==> src/rtl/alu_ctrl_pkg.sv <==
// rtl/alu_ctrl_pkg.sv - shared ALU opcodes and sequencer state encoding
package alu_ctrl_pkg;

  localparam logic [3:0] OP_OR        = 4'd0;
  localparam logic [3:0] OP_AND       = 4'd1;
  localparam logic [3:0] OP_NOT       = 4'd2;
  localparam logic [3:0] OP_MAX_LEGAL = 4'd2;

  typedef logic [2:0] seq_state_t;

  localparam seq_state_t ST_IDLE   = 3'd0;
  localparam seq_state_t ST_LOAD_Y = 3'd1;
  localparam seq_state_t ST_EXEC   = 3'd2;
  localparam seq_state_t ST_WRITE  = 3'd3;
  localparam seq_state_t ST_FAULT  = 3'd4;

endpackage

==> src/rtl/alu_strobe_decode.sv <==
// rtl/alu_strobe_decode.sv - Moore decode of sequencer state and latched command into datapath strobes
module alu_strobe_decode
  import alu_ctrl_pkg::*;
#(
  parameter int REG_W = 4,
  parameter int OP_W  = 4
) (
  input  seq_state_t       state,
  input  logic [OP_W-1:0]  op,
  input  logic [REG_W-1:0] rd,
  input  logic [REG_W-1:0] rs,
  input  logic [REG_W-1:0] rt,
  output logic             cmd_ready,
  output logic [REG_W-1:0] reg_sel,
  output logic             reg_out,
  output logic             reg_in,
  output logic             y_in,
  output logic [OP_W-1:0]  alu_op,
  output logic             z_in,
  output logic             z_out,
  output logic             done,
  output logic             err
);

  always_comb begin
    cmd_ready = 1'b0;
    reg_sel   = '0;
    reg_out   = 1'b0;
    reg_in    = 1'b0;
    y_in      = 1'b0;
    alu_op    = '0;
    z_in      = 1'b0;
    z_out     = 1'b0;
    done      = 1'b0;
    err       = 1'b0;
    case (state)
      ST_IDLE: cmd_ready = 1'b1;
      ST_LOAD_Y: begin
        reg_sel = rs;
        reg_out = 1'b1;
        y_in    = 1'b1;
      end
      ST_EXEC: begin
        alu_op = op;
        z_in   = 1'b1;
        // NOT is unary: leave the bus undriven so rt is never read
        if (op != OP_W'(OP_NOT)) begin
          reg_sel = rt;
          reg_out = 1'b1;
        end
      end
      ST_WRITE: begin
        z_out   = 1'b1;
        reg_sel = rd;
        reg_in  = 1'b1;
        done    = 1'b1;
      end
      ST_FAULT: begin
        done = 1'b1;
        err  = 1'b1;
      end
      default: ;
    endcase
  end

endmodule

==> src/rtl/alu_sequencer.sv <==
// rtl/alu_sequencer.sv - three-cycle Rd <= Rs op Rt sequencer for the shared-bus ALU datapath
module alu_sequencer
  import alu_ctrl_pkg::*;
#(
  parameter int REG_W = 4,
  parameter int OP_W  = 4
) (
  input  logic             clock,
  input  logic             clear,
  input  logic             cmd_valid,
  output logic             cmd_ready,
  input  logic [OP_W-1:0]  cmd_op,
  input  logic [REG_W-1:0] cmd_rd,
  input  logic [REG_W-1:0] cmd_rs,
  input  logic [REG_W-1:0] cmd_rt,
  output logic [REG_W-1:0] reg_sel,
  output logic             reg_out,
  output logic             reg_in,
  output logic             y_in,
  output logic [OP_W-1:0]  alu_op,
  output logic             z_in,
  output logic             z_out,
  output logic             done,
  output logic             err
);

  seq_state_t       state;
  logic [OP_W-1:0]  lat_op;
  logic [REG_W-1:0] lat_rd;
  logic [REG_W-1:0] lat_rs;
  logic [REG_W-1:0] lat_rt;

  // Outputs depend only on state, so the async clear reaches them without a clock edge
  always_ff @(posedge clock or posedge clear) begin
    if (clear) begin
      state  <= ST_IDLE;
      lat_op <= '0;
      lat_rd <= '0;
      lat_rs <= '0;
      lat_rt <= '0;
    end else begin
      case (state)
        ST_IDLE: begin
          if (cmd_valid && cmd_ready) begin
            lat_op <= cmd_op;
            lat_rd <= cmd_rd;
            lat_rs <= cmd_rs;
            lat_rt <= cmd_rt;
            state  <= (cmd_op <= OP_W'(OP_MAX_LEGAL)) ? ST_LOAD_Y : ST_FAULT;
          end
        end
        ST_LOAD_Y: state <= ST_EXEC;
        ST_EXEC:   state <= ST_WRITE;
        ST_WRITE:  state <= ST_IDLE;
        ST_FAULT:  state <= ST_IDLE;
        default:   state <= ST_IDLE;
      endcase
    end
  end

  alu_strobe_decode #(
    .REG_W(REG_W),
    .OP_W (OP_W)
  ) u_decode (
    .state    (state),
    .op       (lat_op),
    .rd       (lat_rd),
    .rs       (lat_rs),
    .rt       (lat_rt),
    .cmd_ready(cmd_ready),
    .reg_sel  (reg_sel),
    .reg_out  (reg_out),
    .reg_in   (reg_in),
    .y_in     (y_in),
    .alu_op   (alu_op),
    .z_in     (z_in),
    .z_out    (z_out),
    .done     (done),
    .err      (err)
  );

endmodule

==> config.mk <==
export PLATFORM = sky130hd
export DESIGN_NAME = alu_sequencer
export DESIGN_NICKNAME = d
export VERILOG_FILES = /design/src/rtl/alu_ctrl_pkg.sv /design/src/rtl/alu_strobe_decode.sv /design/src/rtl/alu_sequencer.sv
export SDC_FILE = /design/constraint.sdc
export NUM_CORES = 1
export LEC_CHECK = 0
export ABC_AREA = 0
export CAP_MARGIN = 20
export CORE_MARGIN = 3
export CORE_UTILIZATION = 43
export DETAILED_ROUTE_END_ITERATION = 16
export GPL_ROUTABILITY_DRIVEN = 0
export PLACE_DENSITY_LB_ADDON = 0.15
export SYNTH_ARGS = -nofsm -noshare
export SYNTH_HDL_FRONTEND = slang
export SYNTH_SLANG_ARGS = --single-unit
==> constraint.sdc <==
create_clock -name clock -period 2 [get_ports clock]
set_input_delay 0.3 -clock clock [delete_from_list [all_inputs] [get_ports clock]]
set_output_delay 0.3 -clock clock [all_outputs]
set_load 0.03 [all_outputs]
==> impl_metrics.json <==
{
  "drv_slew": 0,
  "min_period_ns": 1.904,
  "cp_max_fo": 4,
  "rows": 16,
  "vias_per_cell": 5.144,
  "relSlewSlack": 0.7892,
  "ys_seq_elements": 19,
  "fin_skew_ns": 0.004162,
  "diodes": 0,
  "synth_area_um2": 939.7,
  "clk_pin_slew_ns": 0.11,
  "fin_cells": 146,
  "drc_errors": 0,
  "area_growth_syn_to_layout_pct": 45.27,
  "pin_count": 35,
  "synth_area_per_cell_um2": 12.20,
  "yosysSeqAreaShare": 0.5060,
  "crit_required_ns": 1.70,
  "cts_tree": "yes",
  "root_buffer": "clkbuf_4",
  "drive_above_1_share": 0.3697,
  "start_util": 0.4647,
  "cts_buffer_depth": 2,
  "endpoint_kind": "output pin",
  "ir_drop_uv": 864.1,
  "grt_first_pass_wirelength_mm": 3.139,
  "rsz0062_at_grt": "no",
  "worst_pin_slew_ns": 0.3175,
  "antenna_left": 0,
  "grt_pass1_vias": 714,
  "cp-start-kind": "flip-flop",
  "leakagePower_nw": 0.6408,
  "crit_type": "reg -> out",
  "pre_cts_ws_ns": 0.1337,
  "hold_path_class": "in -> async",
  "clock_sinks": 19,
  "dp.cells": 140,
  "hold_viol": 0,
  "grt_max_degree": 20,
  "syn_nets": 96,
  "clk_latency_ns": 0.29,
  "finalCritPeriodShare": 0.9519,
  "die_h_um": 52.75,
  "drt-total-wl_mm": 1.958,
  "dr.first_iter.drc_count": 5,
  "fmax_mhz": 525.3,
  "grt_antenna_before_repair": 0,
  "io_buffers": 34,
  "final_nets": 139,
  "p_total_mw": 2.215,
  "r2r_slack_ns": 0.43,
  "firstDrtPassIters": 4,
  "synthDistinctLibCells": 24,
  "status": "finished, final reports clean",
  "die_area_um2": 2782,
  "yosysWarnings": 0,
  "setup_violations": 0,
  "arrival_ns": 1.60,
  "crit_path_start": "state[0]",
  "core_area_um2": 2022,
  "postSynthCellCount": 77,
  "r2r_start": "state[1]",
  "setup_slack_ns": 0.09618,
  "vias": 751,
  "wl_per_cell_um": 13.41,
  "tns_ns": 0,
  "grt_use_total": 0.1577,
  "timing.hold.ws_ns": 0.3277,
  "overflow": 0,
  "p_per_area_nw_per_um2": 1623,
  "die_w_um": 52.75,
  "drv_cap": 0,
  "cts_buffers": 3,
  "cts_max_level": 1,
  "hpwlAfterDp_mm": 1.513
}
power by group:
| part | switching, mW | internal (mW) | leakage [nW] | total (mW) |
|---|---|---|---|---|
| clock network | 0.113 | 0.0775 | 0.0150 | 0.190 |
| registers | 0.127 | 0.578 | 0.225 | 0.705 |
| logic | 0.693 | 0.627 | 0.400 | 1.32 |
critical path, cell delays in order (launching register included):
cell and delay [ns]:
dfrtp_1 0.40, buf_4 0.16, nor2_1 0.17, and3_1 0.18, dlygate4sd2_1 0.41
worst paths after layout:
check | to | cells after the start
worst max-delay path | alu_op[1] | 4
worst min-delay path | lat_rs[2] | 3
worst max register to register | lat_op[0] | 4
worst min register to register | lat_rd[3] | 1
max in group asynchronous | state[1] | 3
min in group clock | lat_rd[3] | 1
area by class of cell:
class,instances,area [um^2]
Sequential cell,19,476.7
Fill cell,167,656.9
Timing Repair Buffer,44,384.1
Inverter,4,15.01
Clock buffer,4,26.28
Tap cell,27,33.78
Multi-Input combinational cell,48,429.2
synth_stat cells:
cell type | number | area, um^2
or2b_1 | 1 | 7.510
buf_2 | 1 | 5.000
buf_6 | 1 | 11.26
mux2_2 | 16 | 180.2
nor4b_4 | 1 | 23.77
dfrtp_1 | 19 | 475.5
clkbuf_1 | 3 | 11.26
buf_4 | 1 | 7.510
o32ai_1 | 4 | 35.03
inv_1 | 4 | 15.01
and3_1 | 4 | 25.02
nor2_1 | 4 | 15.01
nor4b_1 | 1 | 8.760
nor3b_1 | 1 | 7.510
o21bai_1 | 1 | 7.510
a211o_1 | 1 | 8.760
or3b_2 | 1 | 8.760
or2_2 | 1 | 6.260
o22ai_1 | 1 | 6.260
and2_1 | 1 | 6.260
o21ai_0 | 1 | 5.000
mux2i_1 | 4 | 40.04
nand2_1 | 4 | 15.01
o31ai_1 | 1 | 7.510
placed cells by master (no fill, tap or decap):
| cell | netlist | final |
|---|---|---|
| and2_1 | 1 | 1 |
| buf_4 | 1 | 19 |
| o31ai_1 | 1 | 1 |
| o21ai_0 | 1 | 1 |
| dlygate4sd2_1 | 0 | 7 |
| and3_1 | 4 | 4 |
| nor3b_2 | 0 | 1 |
| dfrtp_1 | 19 | 18 |
| o32ai_1 | 4 | 3 |
| a211o_1 | 1 | 1 |
| or2b_1 | 1 | 1 |
| clkbuf_1 | 3 | 1 |
| clkdlybuf4s50_1 | 0 | 18 |
| or2_2 | 1 | 1 |
| mux2_2 | 16 | 16 |
| inv_1 | 4 | 4 |
| clkbuf_4 | 0 | 3 |
| o21bai_1 | 1 | 1 |
| o22ai_1 | 1 | 1 |
| mux2i_1 | 4 | 4 |
| nor4b_4 | 1 | 1 |
| nor4b_1 | 1 | 1 |
| or3b_4 | 0 | 1 |
| nand2_1 | 4 | 4 |
| nor2_1 | 4 | 4 |
| o32ai_2 | 0 | 1 |
| dfrtp_2 | 0 | 1 |
sequential cells by signal, summed over array words and instances (netlist names):
| register | count |
|---|---|
| lat_rd | 4 |
| lat_op | 4 |
| lat_rt | 4 |
| state | 3 |
| lat_rs | 4 |
per-stage QoR:
stage / util / cell area, um^2
finish: 0.6751 / 1365
global route: 0.6751 / 1365
CTS: 0.6702 / 1355
detailed placement: 0.6535 / 1321
global placement: 0.6535 / 1321
floorplan: - / 944.7
timing repair:
item,CTS,global route
setup buffers,2,0
hold buffers,0,0
gates resized for setup,8,2
setup endpoints to repair,12,2
endpoints found under the hold margin,0,0
cells by family (layout without fill, tap and decap cells):
| group | count (synthesis) | in the layout | synth area share |
|---|---|---|---|
| DFF | 19 | 19 | 0.5060 |
| buffers and inverters | 10 | 52 | 0.05325 |
| muxes | 20 | 20 | 0.2344 |
| and+or+nand+nor | 19 | 19 | 0.1318 |
| AOI/OAI and AO/OA | 9 | 9 | 0.07457 |
routing by layer:
metal  vias up  GRT usage  share of wire
met5         -          0              0
met4         0    0.06383         0.0061
met3         2    0.03419          0.060
met2        25     0.2500           0.48
met1       362     0.2064           0.45
li1        362          -              -
(Power assumes the default switching activity.)
